## src/rtl/instruction_loader_pkg.sv

```systemverilog
// Shared types and constants for the boot-time instruction loader.
// Holds the FSM state encoding and the stream framing sizes.
package loader_pkg;

    localparam int BYTES_PER_WORD = 4;
    localparam int COUNT_BYTES    = 2;
    localparam int INSTR_WIDTH    = 32;
    localparam int COUNT_WIDTH    = 8 * COUNT_BYTES;
    localparam int LANE_WIDTH     = $clog2(BYTES_PER_WORD);

    typedef enum logic [2:0] {
        COUNT_LO,
        COUNT_HI,
        DATA,
        WRITE,
        DONE,
        ERROR
    } state_t;

endpackage

```

## src/rtl/instruction_loader_if.sv

```systemverilog
// Byte-stream handshake plus instruction-memory write port of the loader.
// master = host/memory side, slave = the loader itself.
interface instruction_loader_if
    import loader_pkg::*;
#(
    parameter int ADDR_WIDTH = 8
);

    logic                   byte_in_valid;
    logic [7:0]             byte_in;
    logic                   byte_in_ready;
    logic                   mem_write_enable;
    logic [ADDR_WIDTH-1:0]  mem_write_addr;
    logic [INSTR_WIDTH-1:0] mem_write_data;

    modport master (
        output byte_in_valid,
        output byte_in,
        input  byte_in_ready,
        input  mem_write_enable,
        input  mem_write_addr,
        input  mem_write_data
    );

    modport slave (
        input  byte_in_valid,
        input  byte_in,
        output byte_in_ready,
        output mem_write_enable,
        output mem_write_addr,
        output mem_write_data
    );

endinterface

```

## src/rtl/instruction_loader_byte_assembler.sv

```systemverilog
// Lane-indexed 8->32 packer: the first loaded byte lands in [7:0], the last in [31:24].
// full rises after the final lane is written and stays up until clear.
module byte_assembler
    import loader_pkg::*;
(
    input  logic                   clk,
    input  logic                   reset,
    input  logic                   load,
    input  logic                   clear,
    input  logic [7:0]             byte_in,
    output logic [INSTR_WIDTH-1:0] word_out,
    output logic                   full
);

    localparam logic [LANE_WIDTH-1:0] LAST_LANE = LANE_WIDTH'(BYTES_PER_WORD - 1);

    logic [LANE_WIDTH-1:0] lane;

    always_ff @(posedge clk) begin
        if (reset || clear) begin
            lane     <= '0;
            word_out <= '0;
            full     <= 1'b0;
        end else if (load) begin
            word_out[{lane, 3'b000} +: 8] <= byte_in;
            lane                          <= lane + LANE_WIDTH'(1);
            full                          <= full || (lane == LAST_LANE);
        end
    end

endmodule

```

## src/rtl/instruction_loader.sv

```systemverilog
// Boot loader: consumes a length-prefixed little-endian byte stream, writes words
// to instruction memory from address 0, and holds the core in reset until done.
module instruction_loader
    import loader_pkg::*;
#(
    parameter int ADDR_WIDTH = 8,
    parameter int MAX_WORDS  = 256
)(
    input  logic                  clk,
    input  logic                  reset,
    instruction_loader_if.slave   bus,
    output logic                  cpu_hold,
    output logic                  done,
    output logic                  error,
    output logic [ADDR_WIDTH:0]   words_loaded
);

    localparam logic [LANE_WIDTH-1:0] LAST_LANE = LANE_WIDTH'(BYTES_PER_WORD - 1);

    state_t state;
    state_t state_next;

    logic                   xfer;
    logic [7:0]             count_lo;
    logic [COUNT_WIDTH-1:0] count;
    logic [COUNT_WIDTH-1:0] header_count;
    logic [LANE_WIDTH-1:0]  byte_idx;
    logic [ADDR_WIDTH:0]    word_idx;
    logic [ADDR_WIDTH:0]    word_idx_inc;
    logic                   asm_load;
    logic                   asm_clear;
    logic                   asm_full;
    logic [INSTR_WIDTH-1:0] asm_word;

    assign xfer         = bus.byte_in_valid && bus.byte_in_ready;
    assign header_count = {bus.byte_in, count_lo};
    assign word_idx_inc = word_idx + {{ADDR_WIDTH{1'b0}}, 1'b1};
    assign words_loaded = word_idx;

    // The packer is flushed around every word boundary so a fresh word always starts at lane 0.
    assign asm_load  = (state == DATA) && xfer;
    assign asm_clear = (state == WRITE) || (state == COUNT_HI);

    byte_assembler u_assembler (
        .clk      (clk),
        .reset    (reset),
        .load     (asm_load),
        .clear    (asm_clear),
        .byte_in  (bus.byte_in),
        .word_out (asm_word),
        .full     (asm_full)
    );

    always_ff @(posedge clk) begin
        if (reset) begin
            state <= COUNT_LO;
        end else begin
            state <= state_next;
        end
    end

    always_ff @(posedge clk) begin
        if (reset) begin
            count_lo <= '0;
            count    <= '0;
            byte_idx <= '0;
            word_idx <= '0;
        end else begin
            case (state)
                COUNT_LO: if (xfer) count_lo <= bus.byte_in;
                COUNT_HI: begin
                    if (xfer) begin
                        count    <= header_count;
                        byte_idx <= '0;
                        word_idx <= '0;
                    end
                end
                DATA:     if (xfer) byte_idx <= byte_idx + LANE_WIDTH'(1);
                WRITE:    word_idx <= word_idx_inc;
                default:  ;
            endcase
        end
    end

    // Oversized headers are rejected at full 32-bit width so no count can alias into range.
    always_comb begin
        state_next = state;
        case (state)
            COUNT_LO: if (xfer) state_next = COUNT_HI;
            COUNT_HI: begin
                if (xfer) begin
                    if (header_count == '0)
                        state_next = DONE;
                    else if ({16'b0, header_count} > 32'(MAX_WORDS))
                        state_next = ERROR;
                    else
                        state_next = DATA;
                end
            end
            DATA:     if (xfer && (byte_idx == LAST_LANE)) state_next = WRITE;
            WRITE:    state_next = (count == COUNT_WIDTH'(word_idx_inc)) ? DONE : DATA;
            DONE:     state_next = DONE;
            ERROR:    state_next = ERROR;
            default:  state_next = COUNT_LO;
        endcase
    end

    always_comb begin
        bus.byte_in_ready    = 1'b0;
        bus.mem_write_enable = 1'b0;
        bus.mem_write_addr   = '0;
        bus.mem_write_data   = '0;
        cpu_hold             = 1'b1;
        done                 = 1'b0;
        error                = 1'b0;
        case (state)
            COUNT_LO, COUNT_HI, DATA: bus.byte_in_ready = 1'b1;
            WRITE: begin
                bus.mem_write_enable = asm_full;
                bus.mem_write_addr   = word_idx[ADDR_WIDTH-1:0];
                bus.mem_write_data   = asm_word;
            end
            DONE: begin
                done     = 1'b1;
                cpu_hold = 1'b0;
            end
            ERROR:   error = 1'b1;
            default: ;
        endcase
    end

endmodule

```

## src/flat_wrapper.sv

```systemverilog
// flat-port wrapper written by rule: the top's interface ports become plain ports
module instruction_loader_flat import loader_pkg::*;
#(
    parameter int ADDR_WIDTH = 8,
    parameter int MAX_WORDS  = 256
)
  (clk, reset, cpu_hold, done, error, words_loaded, bus_byte_in_valid, bus_byte_in, bus_byte_in_ready, bus_mem_write_enable, bus_mem_write_addr, bus_mem_write_data);
  instruction_loader_if #(.ADDR_WIDTH(ADDR_WIDTH)) bus_i ();
  input  logic clk;
  input  logic reset;
  output logic cpu_hold;
  output logic done;
  output logic error;
  output logic [ADDR_WIDTH:0] words_loaded;
  input wire logic [$bits(bus_i.byte_in_valid)-1:0] bus_byte_in_valid;
  input wire logic [$bits(bus_i.byte_in)-1:0] bus_byte_in;
  output wire logic [$bits(bus_i.byte_in_ready)-1:0] bus_byte_in_ready;
  output wire logic [$bits(bus_i.mem_write_enable)-1:0] bus_mem_write_enable;
  output wire logic [$bits(bus_i.mem_write_addr)-1:0] bus_mem_write_addr;
  output wire logic [$bits(bus_i.mem_write_data)-1:0] bus_mem_write_data;
  assign bus_i.byte_in_valid = bus_byte_in_valid;
  assign bus_i.byte_in = bus_byte_in;
  assign bus_byte_in_ready = bus_i.byte_in_ready;
  assign bus_mem_write_enable = bus_i.mem_write_enable;
  assign bus_mem_write_addr = bus_i.mem_write_addr;
  assign bus_mem_write_data = bus_i.mem_write_data;
  instruction_loader #(.ADDR_WIDTH(ADDR_WIDTH), .MAX_WORDS(MAX_WORDS)) u_core (.clk(clk), .reset(reset), .bus(bus_i), .cpu_hold(cpu_hold), .done(done), .error(error), .words_loaded(words_loaded));
endmodule
```

## config.mk

```make
export PLATFORM = sky130hd
export DESIGN_NAME = instruction_loader_flat
export DESIGN_NICKNAME = d
export VERILOG_FILES = /design/src/rtl/instruction_loader_pkg.sv /design/src/rtl/instruction_loader_if.sv /design/src/rtl/instruction_loader_byte_assembler.sv /design/src/rtl/instruction_loader.sv /design/src/flat_wrapper.sv
export SDC_FILE = /design/constraint.sdc
export NUM_CORES = 1
export LEC_CHECK = 0
export ABC_AREA = 0
export BUFFER_PORTS_ARGS = -buffer_cell sky130_fd_sc_hd__clkbuf_2
export CAP_MARGIN = 30
export CORE_UTILIZATION = 50
export DETAILED_ROUTE_END_ITERATION = 16
export GPL_ROUTABILITY_DRIVEN = 0
export PLACE_DENSITY = 0.85
export SYNTH_ARGS = -nofsm -noshare
export SYNTH_HDL_FRONTEND = slang
export SYNTH_SLANG_ARGS = --single-unit
```

## constraint.sdc

```tcl
create_clock -name clk -period 2.07 [get_ports clk]
set_input_delay 0.1035 -clock clk [delete_from_list [all_inputs] [get_ports clk]]
set_output_delay 0.1035 -clock clk [all_outputs]
set_load 0.02 [all_outputs]
```

==> out/results.ini <==
[run_status]
status=finished, final reports clean

[floorplanning]
die_area_mm2=0.007548
core_mm2=0.006869
ios=65
initial_utilization_pct=52.44
die_w_um=86.88
die_y_um=86.88
fp-row-count=30

[grt]
grt_pass1_vias=3169
grt.overflow.total=0
antenna_found_initial=0
grt_pass1_wl_mm=14.92
grt_max_degree=36
grt_usage_pct=25.35

[logic_synthesis]
synth_commonest_cells=nand2_1 (87), dfxtp_1 (73), a21oi_1 (70), and2_1 (45), nand3_1 (38)
synth_fp_nets=481
syn_area_mm2=0.003602
ys_warn_count=0
synth-seq-cells=73
synth_edf_count=0
synthTopCellsByArea=dfxtp_1 (41%), a21oi_1 (9.7%), nand2_1 (9.1%)
syn_area_per_cell_um2=7.797
netlist_instances=462
synth_top_area_cell=dfxtp_1
synth.top_cell.area_share_pct=40.57
synth_most_common_cell=nand2_1
async_reset_ff_share_pct=0
synth_ff_type=dfxtp_1
ys_types=49
ys_seq_area_share_pct=40.57

[timing]
fmax_ghz=0.5033
hold_viol=0
slew_headroom_pct=56.38
slew_violations=0
hold_ws_ns=0.09778
finalSetupViolCount=0
timing.final.crit_period_ns=1.987
worst_slew_pin_slew_ns=0.6483
skew_ns=0.006115
rsz0062_at_grt=false
timing.setup.tns_ns=0
setup_ws_ns=0.08308
period_share_pct=95.99

[cells_and_area]
register_area_mm2=0.001465
multi_input_area_mm2=0.001931
nNetsFinal=544
layout-drive-gt1-share_pct=20.23
fin_cells=625
antenna_cells=0
synthToLayoutAreaGrowth_pct=18.62
final.fill_count=634
final_area_mm2=0.004273

[clock_network]
clk_pin_slew_ns=0.07
post_cts_buffers=0
cts_hold_buffers=0
h-tree-depth=3
cts.sinks=73
numCtsBuffers=9
clk_latency_ns=0.35
cts_tree=yes
cts.path.max_buffers=2
cts-root-buf=clkbuf_8
cts_resized=0

[run]
maxCapViolCount=0

[power_and_ir_drop]
switching_power_mw=0.6831
pwr-share-clk_pct=46.6
max-vdd-ir-drop_mv=0.4272
power_density_mw_per_mm2=724.3
power_frac_seq_pct=47.0
switching_share_pct=22.07
p_int_mw=2.412
p_leak_nw=1.698
combPwrFrac_pct=6.4

[setup_path]
cp-start-kind=register
critPathKind=register to register
critPathMaxFanout=8
arrival_ns=2.23
crit_chain=ha_2, o21ba_1, a221o_1, a222oi_1, o211ai_1, a32o_1
endpoint_kind=register
ff2ff_path_depth=6
cpPeakStageDelay_ns=0.35
critPathRequiredTime_ns=2.31
crit_slowest_cell=a221o_1

[hold_path]
min_delay_path_depth=3
hold_class=input port to register

[routing]
drc=0
vias=3489
post_drt_wl_per_cell_um=14.39
drt_iter0_drc=164
wirelength_mm=8.996
firstDrtPassIters=5
viasPerCell=5.582
final_antenna_net_count=0

[placed_design]
io_buffers=64
dp_slack_ns=0.04703
place_area_mm2=0.004011
place_hpwl_mm=6.061
dp.cells=610

## placed cells by master, fill, tap and decap left out, drive strengths merged, types with 5 or more instances in the layout
master	instances
nor3	5
ha	8
a21oi	70
buf	21
nand4	6
nand3	38
nor2	18
or4	5
and3	5
or3	6
o21ai	10
dfxtp	73
xor2	5
clkbuf	74
nand2	87
xnor2	6
inv	6
and2	46
## metal layers
layer  global-route usage (%)  vias up  routed length [um]
li1                         -     1705                   -
met1                    31.77     1630                3910
met2                    41.95      133                4257
met3                    6.256       21                 641
met4                    9.848        0                 187
met5                        0        -                   0
## power groups by stage
stage          clock (mW)  combinational (mW)  sequential (mW)
2_1_floorplan           0               0.132             1.48
3_5_place_dp            0               0.194             1.48
4_1_cts              1.46               0.195             1.45
3_3_place_gp            0               0.190             1.48
6_report             1.44               0.197             1.45
5_1_grt              1.52               0.216             1.46
## layout make-up
type | instances | area share, %
clock buffers | 10 | 2.987
clock inverters | 5 | 3.016
inverters | 6 | 0.5271
multi-input cells | 350 | 45.18
flip-flops and latches | 73 | 34.29
well taps | 96 | 2.811
repair buffers | 85 | 11.19
## worst max-delay path: cells and delay by family, from the launching register on
| kind | cells | cell delay (ns) |
|---|---|---|
| DFF | 1 | 0.32 |
| AOI/OAI and AO/OA | 5 | 1.34 |
| adders and majority gates | 1 | 0.23 |
## state kept, by name (all words and copies together), names as in the netlist
register,count
u_core.words_loaded,9
u_core.u_assembler.full,1
u_core.u_assembler.word_out,32
u_core.state,3
u_core.count,16
u_core.byte_idx,2
u_core.count_lo,8
u_core.u_assembler.lane,2
## final timing paths
kind,start,to,slack [ns]
max reg2reg,u_core.words_loaded[0],u_core.state[1],0.08
min,bus_byte_in[2],u_core.count_lo[2],0.1
min reg2reg,u_core.u_assembler.word_out[1],u_core.u_assembler.word_out[1],0.45
max,u_core.words_loaded[0],u_core.state[1],0.08
## kinds of logic (layout without fill, tap and decap cells)
kind of cell | count (synthesis) | after routing | synth area share (%)
simple gates | 232 | 232 | 32.20
compound gates | 98 | 98 | 15.39
flops | 73 | 73 | 40.57
buf+inv | 39 | 106 | 5.904
xor+xnor | 11 | 11 | 2.883
fa+ha+maj | 8 | 8 | 2.779
mux | 1 | 1 | 0.2779
## through the flow
step / util, % / power (mW)
after global routing: 62.20 / 3.195
after global placement: 58.40 / 1.673
after detailed placement: 58.40 / 1.679
final: 62.20 / 3.095
after floorplan: - / 1.607
after CTS: 62.13 / 3.105
(Power assumes the default switching activity.)
